--- src/rtl/multu_hilo_if.sv ---
// -----------------------------------------------------------------------------
// multu_hilo_if
// ALU-control-side bus of the sequential MULTU unit.
//   Signal  [5:0]  function code broadcast by the ALU controller
//   dataA   [31:0] multiplicand (sampled on the load cycle only)
//   dataB   [31:0] multiplier   (sampled on the load cycle only)
//   dataOut [31:0] HI on MFHI, LO on MFLO, else 0
//   busy           multiply in progress
//   done           product ready, waiting for the commit code
//   iter    [5:0]  iterations completed for the current multiply (0..32)
// master: the controller/datapath side; slave: the multiplier.
// -----------------------------------------------------------------------------
interface multu_hilo_if;
  logic [5:0]  Signal;
  logic [31:0] dataA;
  logic [31:0] dataB;
  logic [31:0] dataOut;
  logic        busy;
  logic        done;
  logic [5:0]  iter;

  modport master (
    output Signal, dataA, dataB,
    input  dataOut, busy, done, iter
  );

  modport slave (
    input  Signal, dataA, dataB,
    output dataOut, busy, done, iter
  );
endinterface

--- src/rtl/multu_hilo.sv ---
// -----------------------------------------------------------------------------
// multu_hilo
// Sequential 32x32 unsigned shift-add multiplier with its HI/LO register pair.
// One iteration is performed per clock while MULTU (25) is presented; after 32
// consecutive MULTU edges the product waits in DONE until the commit code (63)
// copies it into HI/LO. MFHI (16) / MFLO (18) read HI/LO combinationally.
//
// Ports
//   clk    rising-edge clock
//   reset  synchronous, active-high reset (highest priority, usable mid-run)
//   bus    multu_hilo_if.slave: Signal/dataA/dataB in,
//          dataOut/busy/done/iter out
// -----------------------------------------------------------------------------
module multu_hilo (
  input  logic          clk,
  input  logic          reset,
  multu_hilo_if.slave   bus
);

  // Function codes decoded from the ALU control broadcast.
  localparam logic [5:0] FN_MULTU  = 6'd25;
  localparam logic [5:0] FN_COMMIT = 6'd63;
  localparam logic [5:0] FN_MFHI   = 6'd16;
  localparam logic [5:0] FN_MFLO   = 6'd18;

  localparam logic [5:0] LAST_ITER = 6'd31;

  typedef enum logic [1:0] {
    ST_IDLE,
    ST_RUN,
    ST_DONE
  } state_t;

  // State registers
  state_t      r_state;
  logic [31:0] r_mcand;
  logic [63:0] r_prod;   // [63:32] partial sum, [31:0] remaining multiplier bits
  logic [5:0]  r_iter;
  logic [31:0] r_hi;
  logic [31:0] r_lo;

  // Next-state values
  state_t      w_state_nxt;
  logic [31:0] w_mcand_nxt;
  logic [63:0] w_prod_nxt;
  logic [5:0]  w_iter_nxt;
  logic [31:0] w_hi_nxt;
  logic [31:0] w_lo_nxt;

  // Decoded codes
  logic w_is_multu;
  logic w_is_commit;

  // Iteration datapath
  logic        w_load;
  logic [63:0] w_src_prod;
  logic [31:0] w_src_mcand;
  logic [32:0] w_addend;
  logic [32:0] w_sum33;
  logic [63:0] w_step_prod;

  assign w_is_multu  = (bus.Signal == FN_MULTU);
  assign w_is_commit = (bus.Signal == FN_COMMIT);

  // ---------------------------------------------------------------------------
  // Single shared iteration step. On a load cycle (MULTU outside RUN) the step
  // runs directly on the fresh operands so iteration 0 happens in the same
  // clock as the load; otherwise it continues from the registered product.
  // ---------------------------------------------------------------------------
  assign w_load      = (r_state != ST_RUN) && w_is_multu;
  assign w_src_prod  = w_load ? {32'h0, bus.dataB} : r_prod;
  assign w_src_mcand = w_load ? bus.dataA : r_mcand;

  // The carry out of the 32-bit add is kept as bit 32 and shifts into [63].
  assign w_addend    = w_src_prod[0] ? {1'b0, w_src_mcand} : 33'd0;
  assign w_sum33     = {1'b0, w_src_prod[63:32]} + w_addend;
  assign w_step_prod = {w_sum33, w_src_prod[31:1]};

  // ---------------------------------------------------------------------------
  // Next-state / datapath control
  // ---------------------------------------------------------------------------
  always_comb begin
    // NOTE: every output of this block gets a default first so that no path
    // leaves a signal unassigned, which would otherwise infer a latch.
    w_state_nxt = r_state;
    w_mcand_nxt = r_mcand;
    w_prod_nxt  = r_prod;
    w_iter_nxt  = r_iter;
    w_hi_nxt    = r_hi;
    w_lo_nxt    = r_lo;

    unique case (r_state)
      ST_IDLE: begin
        // Commit and every other code are ignored while idle.
        if (w_is_multu) begin
          w_mcand_nxt = bus.dataA;
          w_prod_nxt  = w_step_prod;
          w_iter_nxt  = 6'd1;
          w_state_nxt = ST_RUN;
        end
      end

      ST_RUN: begin
        if (w_is_multu) begin
          w_prod_nxt = w_step_prod;
          w_iter_nxt = r_iter + 6'd1;
          if (r_iter == LAST_ITER) begin
            w_state_nxt = ST_DONE;
          end
        end else begin
          // Any break in the MULTU stream abandons the multiply; a premature
          // commit lands here too and must not touch HI/LO.
          w_iter_nxt  = 6'd0;
          w_state_nxt = ST_IDLE;
        end
      end

      ST_DONE: begin
        if (w_is_commit) begin
          w_hi_nxt    = r_prod[63:32];
          w_lo_nxt    = r_prod[31:0];
          w_iter_nxt  = 6'd0;
          w_state_nxt = ST_IDLE;
        end else if (w_is_multu) begin
          // Restart: the uncommitted product is discarded.
          w_mcand_nxt = bus.dataA;
          w_prod_nxt  = w_step_prod;
          w_iter_nxt  = 6'd1;
          w_state_nxt = ST_RUN;
        end
        // Any other code (reads included) holds the finished product.
      end

      default: begin
        w_iter_nxt  = 6'd0;
        w_state_nxt = ST_IDLE;
      end
    endcase
  end

  // ---------------------------------------------------------------------------
  // State registers
  // ---------------------------------------------------------------------------
  always_ff @(posedge clk) begin
    // NOTE: sequential state uses non-blocking assignments so every register
    // samples the pre-edge values, independent of statement order.
    if (reset) begin
      r_state <= ST_IDLE;
      r_mcand <= 32'h0;
      r_prod  <= 64'h0;
      r_iter  <= 6'd0;
      r_hi    <= 32'h0;
      r_lo    <= 32'h0;
    end else begin
      r_state <= w_state_nxt;
      r_mcand <= w_mcand_nxt;
      r_prod  <= w_prod_nxt;
      r_iter  <= w_iter_nxt;
      r_hi    <= w_hi_nxt;
      r_lo    <= w_lo_nxt;
    end
  end

  // ---------------------------------------------------------------------------
  // Outputs
  // ---------------------------------------------------------------------------
  assign bus.busy = (r_state == ST_RUN);
  assign bus.done = (r_state == ST_DONE);
  assign bus.iter = r_iter;

  // Reads come straight from the committed pair, so they stay stable while a
  // new multiply is running.
  always_comb begin
    bus.dataOut = 32'h0;
    if (bus.Signal == FN_MFHI) begin
      bus.dataOut = r_hi;
    end else if (bus.Signal == FN_MFLO) begin
      bus.dataOut = r_lo;
    end
  end

endmodule

--- src/flat_wrapper.sv ---
// flat-port wrapper written by rule: the top's interface ports become plain ports
module multu_hilo_flat 
  (clk, reset, bus_Signal, bus_dataA, bus_dataB, bus_dataOut, bus_busy, bus_done, bus_iter);
  multu_hilo_if bus_i ();
  input  logic clk;
  input  logic reset;
  input wire logic [$bits(bus_i.Signal)-1:0] bus_Signal;
  input wire logic [$bits(bus_i.dataA)-1:0] bus_dataA;
  input wire logic [$bits(bus_i.dataB)-1:0] bus_dataB;
  output wire logic [$bits(bus_i.dataOut)-1:0] bus_dataOut;
  output wire logic [$bits(bus_i.busy)-1:0] bus_busy;
  output wire logic [$bits(bus_i.done)-1:0] bus_done;
  output wire logic [$bits(bus_i.iter)-1:0] bus_iter;
  assign bus_i.Signal = bus_Signal;
  assign bus_i.dataA = bus_dataA;
  assign bus_i.dataB = bus_dataB;
  assign bus_dataOut = bus_i.dataOut;
  assign bus_busy = bus_i.busy;
  assign bus_done = bus_i.done;
  assign bus_iter = bus_i.iter;
  multu_hilo u_core (.clk(clk), .reset(reset), .bus(bus_i));
endmodule
--- config.mk ---
export PLATFORM = sky130hd
export DESIGN_NAME = multu_hilo_flat
export DESIGN_NICKNAME = d
export VERILOG_FILES = /design/src/rtl/multu_hilo_if.sv /design/src/rtl/multu_hilo.sv /design/src/flat_wrapper.sv
export SDC_FILE = /design/constraint.sdc
export NUM_CORES = 1
export LEC_CHECK = 0
export CORE_UTILIZATION = 30
export CTS_CLUSTER_SIZE = 8
export DETAILED_ROUTE_END_ITERATION = 16
export PLACE_DENSITY = 0.48
export SKIP_CTS_REPAIR_TIMING = 1
export SYNTH_ARGS = -nofsm -noshare
export SYNTH_HDL_FRONTEND = slang
export SYNTH_SLANG_ARGS = --single-unit
--- constraint.sdc ---
create_clock -name clk -period 4 [get_ports clk]
set_clock_uncertainty 0.05 [all_clocks]
set_input_delay 0.8 -clock clk [delete_from_list [all_inputs] [get_ports clk]]
set_output_delay 0.8 -clock clk [all_outputs]
set_load 0.005 [all_outputs]
# [Word-level counts from Yosys, hierarchy flattened]
# Index checks and enable logic that the tools add are counted.
[totals] regBits=168 inputBits=72 out_inout_bits=40 word_cells=46
[op_classes] n_addsub=2 n_eq_ne=10 n_mux=20 reduce_logical=8
[op_table] cell="$mux 32" count=6
[op_table] cell="$mux 64" count=3
[op_table] cell="$pmux 64 s2" count=1
[op_table] cell="$pmux 32 s2" count=1
[op_table] cell="$add 32x33->33" count=1
[op_table] cell="$eq 6x5->1 const B" count=4
[op_table] cell="$mux 6" count=3
[op_table] cell="$pmux 6 s3" count=1
[op_table] cell="$mux 2" count=4
[op_table] cell="$add 6x1->6 const B" count=1
[op_table] cell="$eq 6x6->1 const B" count=1
[op_table] cell="$pmux 2 s3" count=1
[op_table] cell="$reduce_and 2->1" count=3
[op_table] cell="$reduce_bool 2->1" count=2
[op_table] cell="$ne 3x3->1 const B" count=1
[op_table] cell="$eq 2x1->1 const B" count=1
[op_table] cell="$eq 2x2->1 const B" count=1
[op_table] cell="$logic_not 2->1" count=1
[op_table] cell="$ne 2x1->1 const B" count=1
[op_table] cell="$ne 2x2->1 const B" count=1
[op_table] cell="$reduce_or 2->1" count=1
[op_table] cell="$logic_and 1x1->1" count=1

# [Longest topological paths before layout]
# Gate-level depths: netlist of run 1.
[depth] ltp_word=8 depth_mapped=17 mapped_depth_nobuf=15

# [Worst setup path after synthesis of run 1]
# Ideal clock, no wire load.
[synth_path] path_type="in2reg" start="in bus_Signal[1]" end="reg u_core.r_prod[57]" setup_time_ns=0.117 arrival_ns=4.013 required_time_ns=3.833 setup_slack_ns=-0.181 path_stages=16 n_path_buf=3 path_cell_list="buf_6 or4_1 buf_2 nor2_8 mux2i_1 buf_2 a21oi_1 ha_1 nand2_1 o211ai_2 nand3_1 a21boi_2 a31oi_2 o41ai_1 mux2i_1 nand2_1"
[synth_between] elab_chain_len=8 elab_cells_between_ends=12 classes_between="1 x add/sub; 3 x eq/ne; 6 x mux; 2 x reduce/logical"
[synth_lines] element="from (decl)" line="flat_wrapper.sv:7" text="input wire logic [$bits(bus_i.Signal)-1:0] bus_Signal;"
[synth_lines] element="$eq 6x5->1" line="multu_hilo.sv:62" text="assign w_is_multu = (bus.Signal == FN_MULTU);"
[synth_lines] element="$logic_and 1x1->1" line="multu_hilo.sv:70" text="assign w_load = (r_state != ST_RUN) && w_is_multu;"
[synth_lines] element="$mux 32 / $mux 64 (equally long branches)" line="multu_hilo.sv:72, multu_hilo.sv:71"
[synth_lines] element="$mux 32" line="multu_hilo.sv:75" text="assign w_addend = w_src_prod[0] ? {1'b0, w_src_mcand} : 33'd0;"
[synth_lines] element="$add 32x33->33" line="multu_hilo.sv:76" text="assign w_sum33 = {1'b0, w_src_prod[63:32]} + w_addend;"
[synth_lines] element="$mux 64" line="multu_hilo.sv:95, multu_hilo.sv:104, multu_hilo.sv:124"
[synth_lines] element="$mux 64" line="multu_hilo.sv:119" text="if (w_is_commit) begin"
[synth_lines] element="$pmux 64 s2" line="multu_hilo.sv:92" text="unique case (r_state)"
[synth_lines] element="to (signal assigned)" line="multu_hilo.sv:157" text="r_prod <= w_prod_nxt;"
[synth_lines] element="to (decl)" line="multu_hilo.sv:37" text="logic [63:0] r_prod;"
# Parallel ways exist; a longest one is shown, timed or not. The select of a mux whose other input is x is not followed.
# A chain may end at the register's enable or synchronous reset.

# [Worst setup path in the final report of run 1]
[layout_path] start="in bus_Signal[0]" end="reg u_core.r_prod[57]"
# The elaborated chain is that of the path after synthesis.

==> results of run 1 <==
-- power by group through the flow --
stage                     Clock (uW)  Combinational [uW]  Sequential (uW)
final                           1650                 186             1680
after global routing            1750                 200             1680
after detailed placement           0                 184             1720
after floorplan                    0                76.1             1720
after global placement             0                 185             1720
after CTS                       1690                 185             1680
-- registers in the layout, indices dropped and copies added (netlist names) --
signal and cells:
u_core.r_prod 64, u_core.r_state 2, u_core.bus.iter 6, u_core.r_lo 32
u_core.r_mcand 32, u_core.r_hi 32
-- routing by layer --
layer  vias to the layer above  part of all wire  track usage
li1                       4659                 -            -
met1                      4152              0.53        0.274
met2                       167              0.42        0.276
met3                        24             0.034       0.0204
met4                         0             0.013       0.0474
met5                         -                 0            0
-- cell usage after synthesis, drive strengths merged (5+ instances only) --
cell type	count
nor2	90
nor3	12
xor2	7
o21ai	31
nand3	23
a211oi	5
or3	7
nand2	403
dfxtp	168
a21o	12
buf	32
inv	12
and2	34
o211ai	5
o21a	7
a311oi	31
ha	33
xnor2	9
a21oi	201
clkbuf	51
and3	5
mux2i	35
-- final timing paths --
| check | start | cells past startpoint | to |
|---|---|---|---|
| worst max register to register | u_core.r_state[1]$_SDFFE_PP0P_ | 17 | u_core.r_prod[57]$_SDFFE_PP0P_ |
| worst max-delay path | bus_Signal[0] | 18 | u_core.r_prod[57]$_SDFFE_PP0P_ |
| worst min-delay path | u_core.r_hi[2]$_SDFFE_PP0P_ | 2 | u_core.r_hi[2]$_SDFFE_PP0P_ |
| worst min register to register | u_core.r_hi[2]$_SDFFE_PP0P_ | 2 | u_core.r_hi[2]$_SDFFE_PP0P_ |
-- cell families after synthesis --
logic type	synth area share
AO/OA/AOI/OAI	0.221
buffers and inverters	0.0467
AND/OR/NAND/NOR	0.270
flip-flops	0.363
multiplexers	0.0378
adder cells (fa/ha/maj)	0.0467
XOR/XNOR	0.0151
-- final cells by class --
type / count / area (um2) / area share
Multi-Input combinational cell: 999 / 5640 / 0.456
Sequential cell: 168 / 3360 / 0.272
Timing Repair Buffer: 248 / 2230 / 0.181
Tap cell: 390 / 488 / 0.0395
Clock buffer: 18 / 439 / 0.0355
Clock inverter: 14 / 153 / 0.0124
Inverter: 12 / 45.0 / 0.00365
-- worst reg2reg max path: cells and delay by family (launching register included) --
kind                     cells  cell delay [ps]
AND/OR/NAND/NOR              6              780
AO/OA/AOI/OAI                4              740
buffers and inverters        4              570
multiplexers                 2              490
flip-flops                   1              440
adder cells (fa/ha/maj)      1              380
-- through the flow --
step	hold slack, ps	util	TNS [ps]	instance area (um2)
after floorplan	381	-	-63.0	9310
after global placement	388	0.384	-15660	11500
after detailed placement	395	0.384	-16620	11500
after CTS	403	0.404	-4740	12100
after global routing	413	0.411	-62.1	12400
final	400	0.411	0	12400
==> results.cfg, run 1 <==
[clocking]
cts_buffer_depth = 2
cts.reportedPaths.clkPinSlew_ps = 70
cts_num_sinks = 168
cts_tree = yes
clock_tree.htree_level_count = 4
numCtsBuffers = 17
clock_latency_ps = 430
cts_root_buffer = sky130_fd_sc_hd__clkbuf_16

[grt]
grt_pass1_wl_um = 45800
grt_start_max_net_pins = 125
via_count_of_the_first_global_routing_pass = 8558
globalRouteOverflowTotal = 0
grtUsageTotal = 0.183
antenna_violations_before_repair = 0

[power]
clock_power_share = 0.468
internal_power_uw = 2620
power_density_nw_per_um2 = 284
power.static_leakage_uw = 0.00444
power_switching_share = 0.253
power_share_of_the_combinational_group = 0.053
switching_component_of_the_power_uw = 890
power.sequential.fraction = 0.479
vdd_drop_max_mv = 0.282
total_power_uw = 3510

[drt]
avgViaCountPerCell = 4.87
detailedRoute.firstIterationViolations = 512
dr_total_vias = 9002
routed_wirelength_um = 28800
detailedRoute.firstPassIterationCount = 4
detail_route.drc_violations = 0
post_detailed_route_count_of_antenna_violating_nets = 0
avgRoutedWirePerCell_um = 15.6

[synth]
synthesis.instances = 1262
synth_seq_area_share = 0.363
yosys_register_bits = 168
synth_largest_area_cell = sky130_fd_sc_hd__dfxtp_1
postSynthAreaPerCell_um2 = 7.35
yosys_warnings = 0
postSynth.asyncResetShare = 0
synthTopCellsByArea = sky130_fd_sc_hd__dfxtp_1 (36%), sky130_fd_sc_hd__nand2_1 (16%), sky130_fd_sc_hd__a21oi_1 (11%)
synth.top_cell.area_share = 0.363
synthesis.area_um2 = 9270
ys_types = 58
synth_flop_cell = sky130_fd_sc_hd__dfxtp_1
synth.net_count = 1368
synth_enable_flop_cells = 0

[die]
floorplan.die.height_um = 178
die_w_um = 178
top_level_pins = 112
core_um2 = 30000
floorplan.rows = 63
effective_utilization_at_floorplan = 0.309
fp.dieArea_um2 = 31600

[timing]
timing.max_slew.rel_slack = 0.559
final_max_slew_viol_count = 0
min_period_over_period = 0.967
hold_viol = 0
crit_path_time_final_ps = 3870
fmaxAchievable_ghz = 0.259
worst_slack_ps = 133
timing_worst_slew_pin_value_ps = 657
setup_viol_count_final = 0

[placement]
place.port_buffers = 111
dpl.hpwl_um = 20800
place_ws_ps = -770
gp_congestion = 0.885
dp.cells = 1807

[worst_setup_path]
timing.setup.critical_path_class = in -> reg
slowest_stage_cell_on_the_critical_path = sky130_fd_sc_hd__or4_4
worstPathRequired_ps = 4270
crit_path_capture_type = flip-flop
critPathMostFrequentCell = sky130_fd_sc_hd__nand3_2
cp.arrival_ps = 4140
critical_path.max_stage_delay_ps = 550
type_of_element_launching_the_critical_path = primary input
critical_path_buf_inv_count = 4
crit_fanout = 5
cpLargestDelayFamily = simple AND/OR/NAND/NOR gates
r2r_slack_ps = 450
path_cells = clkbuf_2 -> nand3_2 -> or4_4 -> nor2_8 -> mux2i_4 -> buf_12 -> clkbuf_16 -> buf_4 -> a21oi_1 -> ha_1 -> nand3_2 -> nor2_4 -> nand3_4 -> a21boi_4 -> a31oi_4 -> o41ai_2 -> mux2i_1 -> nand2_1

[min_path]
hold_path.class = reg -> reg

[layout]
post_route_cells_drive_above_1_share = 0.166
mostFrequentLayoutCell = sky130_fd_sc_hd__nand2_1
num_antenna_cells = 0
final_cell_mix = sky130_fd_sc_hd__nand2_1 (399), sky130_fd_sc_hd__a21oi_1 (188), sky130_fd_sc_hd__dfxtp_1 (168)
layout.filler_cells = 3105
final_net_count = 1552
final_cell_count_no_fill = 1849
signed_area_change_from_the_synthesized_netlist_to_the_final_layout_pct = 33.3

[run]
max_cap_viol_count = 0

[status]
run_status = complete, no violations
Note: power is estimated with default switching activity, not from simulation.
==> inputs of run 2 (changes only) <==
--- a/config.mk
+++ b/config.mk
@@ -6,6 +6,7 @@
 export NUM_CORES = 1
 export LEC_CHECK = 0
 export CORE_UTILIZATION = 30
+export CTS_BUF_LIST = sky130_fd_sc_hd__clkbuf_2
 export CTS_CLUSTER_SIZE = 8
 export DETAILED_ROUTE_END_ITERATION = 16
 export PLACE_DENSITY = 0.48
==> run 2 against run 1 <==
Effect of this change:
- final cell count down 0.43%
- count of clock-buffer cells in the layout down 1
- final area down 4.5%
- core utilization down 1.9 points
- critical endpoint is now u_core.r_prod[41]$_SDFFE_PP0P_
- largest cell class unchanged
- largest power group unchanged
==> results.cfg, run 2 (same netlist as run 1, synthesis figures left out) <==
[timing]
final_max_slew_viol_count = 0
setup_viol_count_final = 0
hold_viol = 0
setup_repair_after_global_routing_missed_its_margin = no
timing_worst_slew_pin_value_ps = 667
hold_slack_ps = 409
fmaxAchievable_ghz = 0.262
timing.max_slew.rel_slack = 0.555
crit_path_time_final_ps = 3820
min_period_over_period = 0.956

[grt]
antenna_violations_before_repair = 1
via_count_of_the_first_global_routing_pass = 8543
grt_start_max_net_pins = 125
grtUsageTotal = 0.183
globalRouteOverflowTotal = 0
grt_pass1_wl_um = 45700

[clocking]
clock_tree.htree_level_count = 4
cts_num_sinks = 168
cts_root_buffer = sky130_fd_sc_hd__clkbuf_2
cts_tree = yes
clock_latency_ps = 800
cts_buffer_depth = 2
cts.reportedPaths.clkPinSlew_ps = 300
numCtsBuffers = 17

[drt]
avgRoutedWirePerCell_um = 15.5
detailedRoute.firstIterationViolations = 511
avgViaCountPerCell = 4.85
detail_route.drc_violations = 0
routed_wirelength_um = 28600
dr_total_vias = 8925
post_detailed_route_count_of_antenna_violating_nets = 0
detailedRoute.firstPassIterationCount = 6

[min_path]
min_from = reset
hold_path.class = in -> reg

[die]
die_w_um = 178
floorplan.rows = 63
floorplan.die.height_um = 178
core_um2 = 30000
top_level_pins = 112
fp.dieArea_um2 = 31600
effective_utilization_at_floorplan = 0.309

[power]
power_share_of_the_combinational_group = 0.065
power_switching_share = 0.292
internal_power_uw = 1980
power_density_nw_per_um2 = 237
switching_component_of_the_power_uw = 818
vdd_drop_max_mv = 0.128
clock_power_share = 0.330
power.static_leakage_uw = 0.00419
total_power_uw = 2800
power.sequential.fraction = 0.604

[layout]
mostFrequentLayoutCell = sky130_fd_sc_hd__nand2_1
final_net_count = 1542
post-route-cell-area_um2 = 11800
largest_register_ff_count = 64
post_route_cells_drive_above_1_share = 0.144
final_cell_count_no_fill = 1841
final_cell_mix = sky130_fd_sc_hd__nand2_1 (401), sky130_fd_sc_hd__a21oi_1 (195), sky130_fd_sc_hd__dfxtp_1 (168)
top_register = u_core.r_prod
signed_area_change_from_the_synthesized_netlist_to_the_final_layout_pct = 27.3

[placement]
postPlaceCellArea_um2 = 11500
dpl.hpwl_um = 20800
gp_congestion = 0.885
dp.cells = 1807
place.port_buffers = 111

[worst_setup_path]
crit_path_capture_type = flip-flop
critical_path.max_stage_delay_ps = 500
crit_start = bus_Signal[0]
cp.arrival_ps = 4480
critPathMostFrequentCell = sky130_fd_sc_hd__a21oi_1
slowest_stage_cell_on_the_critical_path = sky130_fd_sc_hd__clkdlybuf4s50_1
rr_startpoint = u_core.r_state[1]$_SDFFE_PP0P_
crit_fanout = 19
critical_path_buf_inv_count = 3
type_of_element_launching_the_critical_path = primary input
cpLargestDelayFamily = compound AO/OA/AOI/OAI gates
path_cells = clkdlybuf4s50_1 -> nand3_1 -> or4_4 -> nor2_8 -> mux2i_4 -> buf_12 -> a21oi_1 -> ha_1 -> fa_1 -> a21oi_2 -> o211ai_2 -> buf_4 -> a21o_1 -> a21oi_1 -> o21ai_0 -> xor2_1 -> nand2_1 -> a21oi_1
worstPathRequired_ps = 4660
timing.setup.critical_path_class = in -> reg

[run]
max_cap_viol_count = 0

[status]
run_status = complete, no violations
==> run 2: changes by cell type in the layout (fill, tap and decap cells not counted), moves of 5 or more <==
cell,before,now
sky130_fd_sc_hd__nand3_1,17,22
sky130_fd_sc_hd__buf_4,130,123
sky130_fd_sc_hd__clkdlybuf4s50_1,104,109
sky130_fd_sc_hd__o21ai_0,22,29
sky130_fd_sc_hd__a21oi_2,12,5
sky130_fd_sc_hd__a21oi_1,188,195
sky130_fd_sc_hd__clkbuf_16,19,0
sky130_fd_sc_hd__o21ai_1,9,2
sky130_fd_sc_hd__clkbuf_2,3,17
==> run 2: per-stage QoR <==
stage               worst slack, ps   util  TNS (ps)
detailed placement             -770  0.384    -16620
CTS                            44.5  0.392         0
global placement               -708  0.384    -15660
finish                          177  0.393         0
global route                   33.2  0.393         0
floorplan                     -22.9      -     -63.0
==> run 2: cell type report <==
class	count	area, um2
Multi-Input combinational cell	999	5540
Tap cell	390	488
Antenna cell	2	5.00
Clock inverter	15	156
Clock buffer	17	85.1
Sequential cell	168	3360
Inverter	12	45.0
Fill cell	3168	18200
Timing Repair Buffer	238	2120
==> run 2: power by group through the flow <==
stage                     clock, uW  sequential (uW)  combinational (uW)
after floorplan                   0             1720                76.1
after global placement            0             1720                 185
after detailed placement          0             1720                 184
after CTS                       969             1690                 185
after global routing           1030             1700                 197
final                           925             1690                 183
==> run 2: path summary, 6_finish.rpt <==
| check | to | slack, ps | depth (start not counted) |
|---|---|---|---|
| max | u_core.r_prod[41]$_SDFFE_PP0P_ | 180 | 18 |
| min | u_core.r_mcand[1]$_SDFFE_PP0P_ | 410 | 2 |
| max reg2reg | u_core.r_prod[41]$_SDFFE_PP0P_ | 460 | 17 |
| min reg2reg | u_core.r_hi[6]$_SDFFE_PP0P_ | 410 | 2 |
==> run 2: per-layer routing <==
layer | part of all wire | routed length (um) | vias up | global-route usage
met1 | 0.54 | 15500 | 4087 | 0.274
met2 | 0.41 | 11700 | 159 | 0.272
met4 | 0.015 | 427 | 0 | 0.0502
li1 | - | - | 4648 | -
met5 | 0 | 0 | - | 0
met3 | 0.032 | 918 | 31 | 0.0216
==> patch 1: new RTL, config.mk and constraints of run 2 <==
`r_lo` no longer has a reset.
--- a/src/rtl/multu_hilo.sv
+++ b/src/rtl/multu_hilo.sv
@@ -151,5 +151,4 @@
       r_iter  <= 6'd0;
       r_hi    <= 32'h0;
-      r_lo    <= 32'h0;
     end else begin
       r_state <= w_state_nxt;
@@ -158,6 +157,9 @@
       r_iter  <= w_iter_nxt;
       r_hi    <= w_hi_nxt;
-      r_lo    <= w_lo_nxt;
     end
+  end
+
+  always_ff @(posedge clk) begin
+    r_lo <= w_lo_nxt;
   end
 
Formal check against the unedited RTL: same outputs for any inputs over 10 cycles, from zero or initial values and one cycle with reset high; that may be too few to reach the edited logic, so the function may still have changed.
==> patch 1 against run 2 <==
Worst setup slack worse by 0.056 ns. Cell count down 6.2%. Area after synthesis down 3.5%. Total power up 5.4%. Cell area up 0.71%. Critical path depth down 2. Sequential share of layout area up 2.5 points. Non-clock buffer count up 17. Global-route usage down 0.27 points. Wire length down 5.7%. Sequential cell count unchanged. Via count down 5.9%.
==> patch 1: results (changes against run 2) <==
The flow ran to the end, and the final reports show no timing, DRC or antenna violations. The clock transition time at the flip-flop clock pins of the worst setup and hold paths came out at 0.28 ns (-0.02 ns). More flip-flops sit in one register than any other, and that register is u_core.r_prod. The launching point of the worst reg2reg path is u_core.r_state[1]$_SDFFE_PP0P_. The worst-margin pin slew is 1.13 ns (+0.465 ns). The total clock buffers created by CTS came to 17 (unchanged). The maximum resistive drop on vdd is 0.198 mV (+54%).

The insertion delay of the later-clocked pin in the worst-skew pair is 0.74 ns (-0.06 ns). Yosys attributes the largest share of cell area to sky130_fd_sc_hd__dfxtp_1, sky130_fd_sc_hd__nand2_1, sky130_fd_sc_hd__edfxtp_1, sky130_fd_sc_hd__a21oi_1, sky130_fd_sc_hd__ha_1. The DRC violation total after the first TritonRoute iteration was 527 (+3.1%).

The sum of net half-perimeters after detailed placement is 20200 um (-3.1%). The data arrival time of the worst path was 4.46 ns (-0.02 ns). The net count of the finished layout came out at 1435 (-6.9%). The fraction of final layout cells with drive strength greater than 1 is 17.6% (+3.2 points).

The filler cell count is 3044 (-3.9%). The utilization after layout came out at 41.0% (+1.7 points). The share of flip-flops with an asynchronous set or reset after synthesis came out at 0% (unchanged). The count of yosys warnings during synthesis is 0 (unchanged). The worst hold path terminates at u_core.r_hi[23]$_SDFFE_PP0P_. The number of enable-type register cells in the synthesized netlist came out at 32 (+32). The longest individual stage delay on the worst path came out at 0.57 ns (+0.07 ns).

The placed standard-cell area was 11500 um2 (-0.59%). The via count of the first global-routing pass was 8210 (-3.9%). The number of distinct library cells after synthesis is 73 (+26%). The initial antenna violation count is 1 (unchanged). The sequential-to-total area share from yosys stat is 41.2% (+4.9 points). The wire length of the first global-routing pass came out at 43700 um (-4.4%). The leakage power figure was 4.34 nW (+3.5%). In this design, the largest share of critical-path delay is due to simple AND/OR/NAND/NOR gates. The maximum net fanout on the critical path is 6 (-13). In this run the worst hold path is classified as reg -> reg. The placer congestion estimate is 0.866 (-2.1%).

In this run the critical register-to-register path is captured at u_core.r_prod[61]$_SDFFE_PP0P_. The commonest cells after synthesis are sky130_fd_sc_hd__nand2_1, sky130_fd_sc_hd__a21oi_1, sky130_fd_sc_hd__dfxtp_1. The global-route usage over all layers is 18.0% (-0.27 points). The final wirelength came out at 26900 um (-5.7%). The cell at the slowest stage of the critical path is sky130_fd_sc_hd__or4_4. The path depth of the worst reg2reg path is 15 (-2).

The number of flip-flops under the largest register name is 64 (unchanged). The clock tree root buffer cell is sky130_fd_sc_hd__clkbuf_2. The net count after synthesis came out at 1235 (-9.7%).

The via total after detailed routing came out at 8399 (-5.9%). The source of the worst hold timing path is u_core.r_prod[55]$_SDFFE_PP0P_. The mean instance size in the synthesized netlist is 7.93 um2 (+7.9%). The largest net degree at the start of global routing is 62 (-50%). The setup slack on the worst flop-to-flop path is 0.33 ns (-0.13 ns). The number of non-filler instances in the completed layout is 1727 (-6.2%).
-- patch 1: cell types whose count changed in the layout (fill, tap and decap cells not counted), sizes merged, moves of 4 or more --
cell           delta
dlymetal6s2s      +5
xnor2             +4
a41oi             +4
a21oi            -53
nor3              -9
nand4             +4
dfxtp            -32
clkdlybuf4s50     -5
nand2            -80
nand3             -9
buf              +15
edfxtp           +32
-- patch 1: routing by layer --
metal | routed length, um | track usage, % | up-vias
met5 | 0 | 0 | -
met4 | 512 | 4.93 | 0
met3 | 763 | 3.13 | 23
met2 | 13300 | 31.3 | 133
met1 | 12400 | 22.9 | 3933
li1 | - | - | 4310
-- patch 1: final cells by class --
type	count	area, um2	share of cell area (%)
Multi-Input combinational cell	876	5170	43.5
Sequential cell	168	3680	31.0
Timing Repair Buffer	255	2230	18.7
Tap cell	384	480	4.04
Clock inverter	14	186	1.57
Clock buffer	18	90.1	0.758
Inverter	11	41.3	0.347
Antenna cell	1	2.50	0.0211
-- patch 1: worst max-delay path by stage --
stage | start | to | slack [ns] | depth (start not counted)
3_3_place_gp | bus_Signal[3] | u_core.r_prod[62]$_SDFFE_PP0P_ | -1.05 | 17
6_report | bus_Signal[4] | u_core.r_prod[61]$_SDFFE_PP0P_ | 0.12 | 16
3_5_place_dp | bus_Signal[3] | u_core.r_prod[60]$_SDFFE_PP0P_ | -1.03 | 17
5_1_grt | bus_Signal[4] | u_core.r_prod[61]$_SDFFE_PP0P_ | 0.03 | 16
4_1_cts | bus_Signal[3] | u_core.r_prod[63]$_SDFFE_PP0P_ | -0.20 | 18
2_1_floorplan | bus_Signal[1] | u_core.r_prod[60]$_SDFFE_PP0P_ | -0.47 | 15
-- patch 1: report_power, final --
| group | internal, mW | total [mW] | switching, mW |
|---|---|---|---|
| Sequential | 1.73 | 1.74 | 0.00501 |
| Combinational | 0.0880 | 0.167 | 0.0792 |
| Clock | 0.371 | 1.05 | 0.678 |
-- patch 1: cells by family (layout without fill, tap and decap cells) --
logic type,after synthesis,count (layout),share of synthesized area (%)
mux,34,34,3.82
simple gates,505,505,23.9
xor+xnor,23,23,2.25
compound gates,280,280,20.1
buf+inv,85,298,3.97
flops,168,168,41.2
fa+ha+maj,34,34,4.84
other cells,0,1,0
-- patch 1: through the flow --
step / setup WS [ns] / hold slack [ns]
after floorplan: -0.471 / 0.380
after global placement: -1.05 / 0.391
after detailed placement: -1.03 / 0.392
after CTS: -0.202 / 0.414
after global routing: 0.0296 / 0.383
final: 0.121 / 0.406
==> patch 2: new RTL, config.mk and constraints of run 2 <==
Made on the original files. The 3 states of `state_t` get a one-hot encoding in 3 bits.
--- a/src/rtl/multu_hilo.sv
+++ b/src/rtl/multu_hilo.sv
@@ -26,8 +26,8 @@
   localparam logic [5:0] LAST_ITER = 6'd31;
 
-  typedef enum logic [1:0] {
-    ST_IDLE,
-    ST_RUN,
-    ST_DONE
+  typedef enum logic [2:0] {
+    ST_IDLE = 3'b001,
+    ST_RUN  = 3'b010,
+    ST_DONE = 3'b100
   } state_t;
 
Function: same outputs for any inputs over 10 cycles, from zero or initial values and one cycle with reset high; not proved beyond that.
==> patch 2 against run 2 <==
Cell area grew 0.77%. Maximum frequency shrank 3.7%. Sequential cell count grew 1. Die area shrank 0.70%. Area after synthesis shrank 0.70%. Worst setup slack lost 0.15 ns. Wire length shrank 0.85%. Count of clock-buffer cells in the layout grew 1. Total power grew 3.2%. Critical endpoint is now u_core.r_prod[55]$_SDFFE_PP0P_.
==> patch 2: results (changes against run 2) <==
The flow ran to the end, and the final reports show no timing, DRC or antenna violations. The DRC violation total after the first TritonRoute iteration came out at 543 (+6.3%). The net count after synthesis was 1375 (+0.51%). The fraction of final layout cells with drive strength greater than 1 came to 14.1% (-0.28 points). The leakage power figure came out at 4.22 nW (+0.69%). The number of detailed-routing iterations run before antenna repair came out at 5 (-1). The worst hold path stage count was 3 (+1). The via total after detailed routing came out at 9042 (+1.3%). The power density over the cells came out at 243 nW/um2 (+2.4%). The maximum net fanout on the critical path is 4 (-15). The number of distinct library cells after synthesis came out at 71 (+22%).

The placed standard-cell area came out at 11500 um2 (-0.47%). The switching share of power was 26.0% (-3.2 points). The clock transition time at the flip-flop clock pins of the worst setup and hold paths is 0.25 ns (-0.05 ns).

The sum of net half-perimeters after detailed placement came out at 20400 um (-1.9%). The headroom to the max-slew limit is 33.8% (-22 points). Yosys attributes the largest share of cell area to sky130_fd_sc_hd__dfxtp_1, sky130_fd_sc_hd__nand2_1, sky130_fd_sc_hd__a21oi_1, sky130_fd_sc_hd__ha_1, sky130_fd_sc_hd__nor2_1.

The instance count of the mapped netlist was 1269 (+0.55%). The number of placed instances with taps included was 1804 (-0.17%). The sequential-to-total area share from yosys stat came out at 36.8% (+0.47 points). The net count of the finished layout came out at 1543 (+0.065%). The pre-CTS setup slack came out at -0.813 ns (-0.0425 ns). The average routed wire per standard cell came to 15.4 um (-0.85%). The critical path starts at bus_Signal[4]. The wire length of the first global-routing pass came to 45800 um (+0.14%).

The combinational-cell power consumption came to 0.174 mW (-5%). The largest net degree at the start of global routing is 83 (-34%).
-- patch 2: path summary, 6_finish.rpt --
kind | slack (ns) | endpoint
worst max-delay path | 0.03 | u_core.r_prod[55]$_SDFFE_PP0P_
worst min-delay path | 0.28 | u_core.r_state[0]$_SDFFE_PP1P_
worst max register to register | 0.22 | u_core.r_prod[55]$_SDFFE_PP0P_
worst min register to register | 0.42 | u_core.r_hi[29]$_SDFFE_PP0P_
-- patch 2: cell families after synthesis --
logic type | after synthesis | synth area share, %
AOI/OAI and AO/OA | 321 | 21.6
xor gates and xnor gates | 20 | 1.90
adders and majority gates | 34 | 4.70
buffers and inverters | 99 | 4.35
DFF | 169 | 36.8
muxes | 36 | 3.91
and+or+nand+nor | 590 | 26.8
-- patch 2: layout make-up --
cell class | instances | area [um2] | share of cell area (%)
multi-input combinational | 1001 | 5600 | 47.1
sequential | 169 | 3380 | 28.5
timing repair buffer | 239 | 2120 | 17.8
tap | 390 | 488 | 4.10
clock inverter | 13 | 168 | 1.41
clock buffer | 18 | 90.1 | 0.758
inverter | 9 | 36.3 | 0.305
antenna | 2 | 5.00 | 0.0421
-- patch 2: worst max-delay path, delay by kind of cell --
kind	cells	cell delay, ns
AND/OR/NAND/NOR	4	0.73
adder cells (fa/ha/maj)	2	0.62
multiplexers	2	0.55
AO/OA/AOI/OAI	7	1.40
buffers and inverters	1	0.49
-- patch 2: per-layer routing --
metal / share of wire [%] / vias to the layer above / wire [um] / GRT usage, %
met5: 0 / - / 0 / 0
met4: 2.1 / 0 / 585 / 5.96
met3: 2.8 / 30 / 783 / 2.90
met2: 48 / 128 / 13700 / 31.6
met1: 47 / 4209 / 13300 / 23.4
li1: - / 4675 / - / -
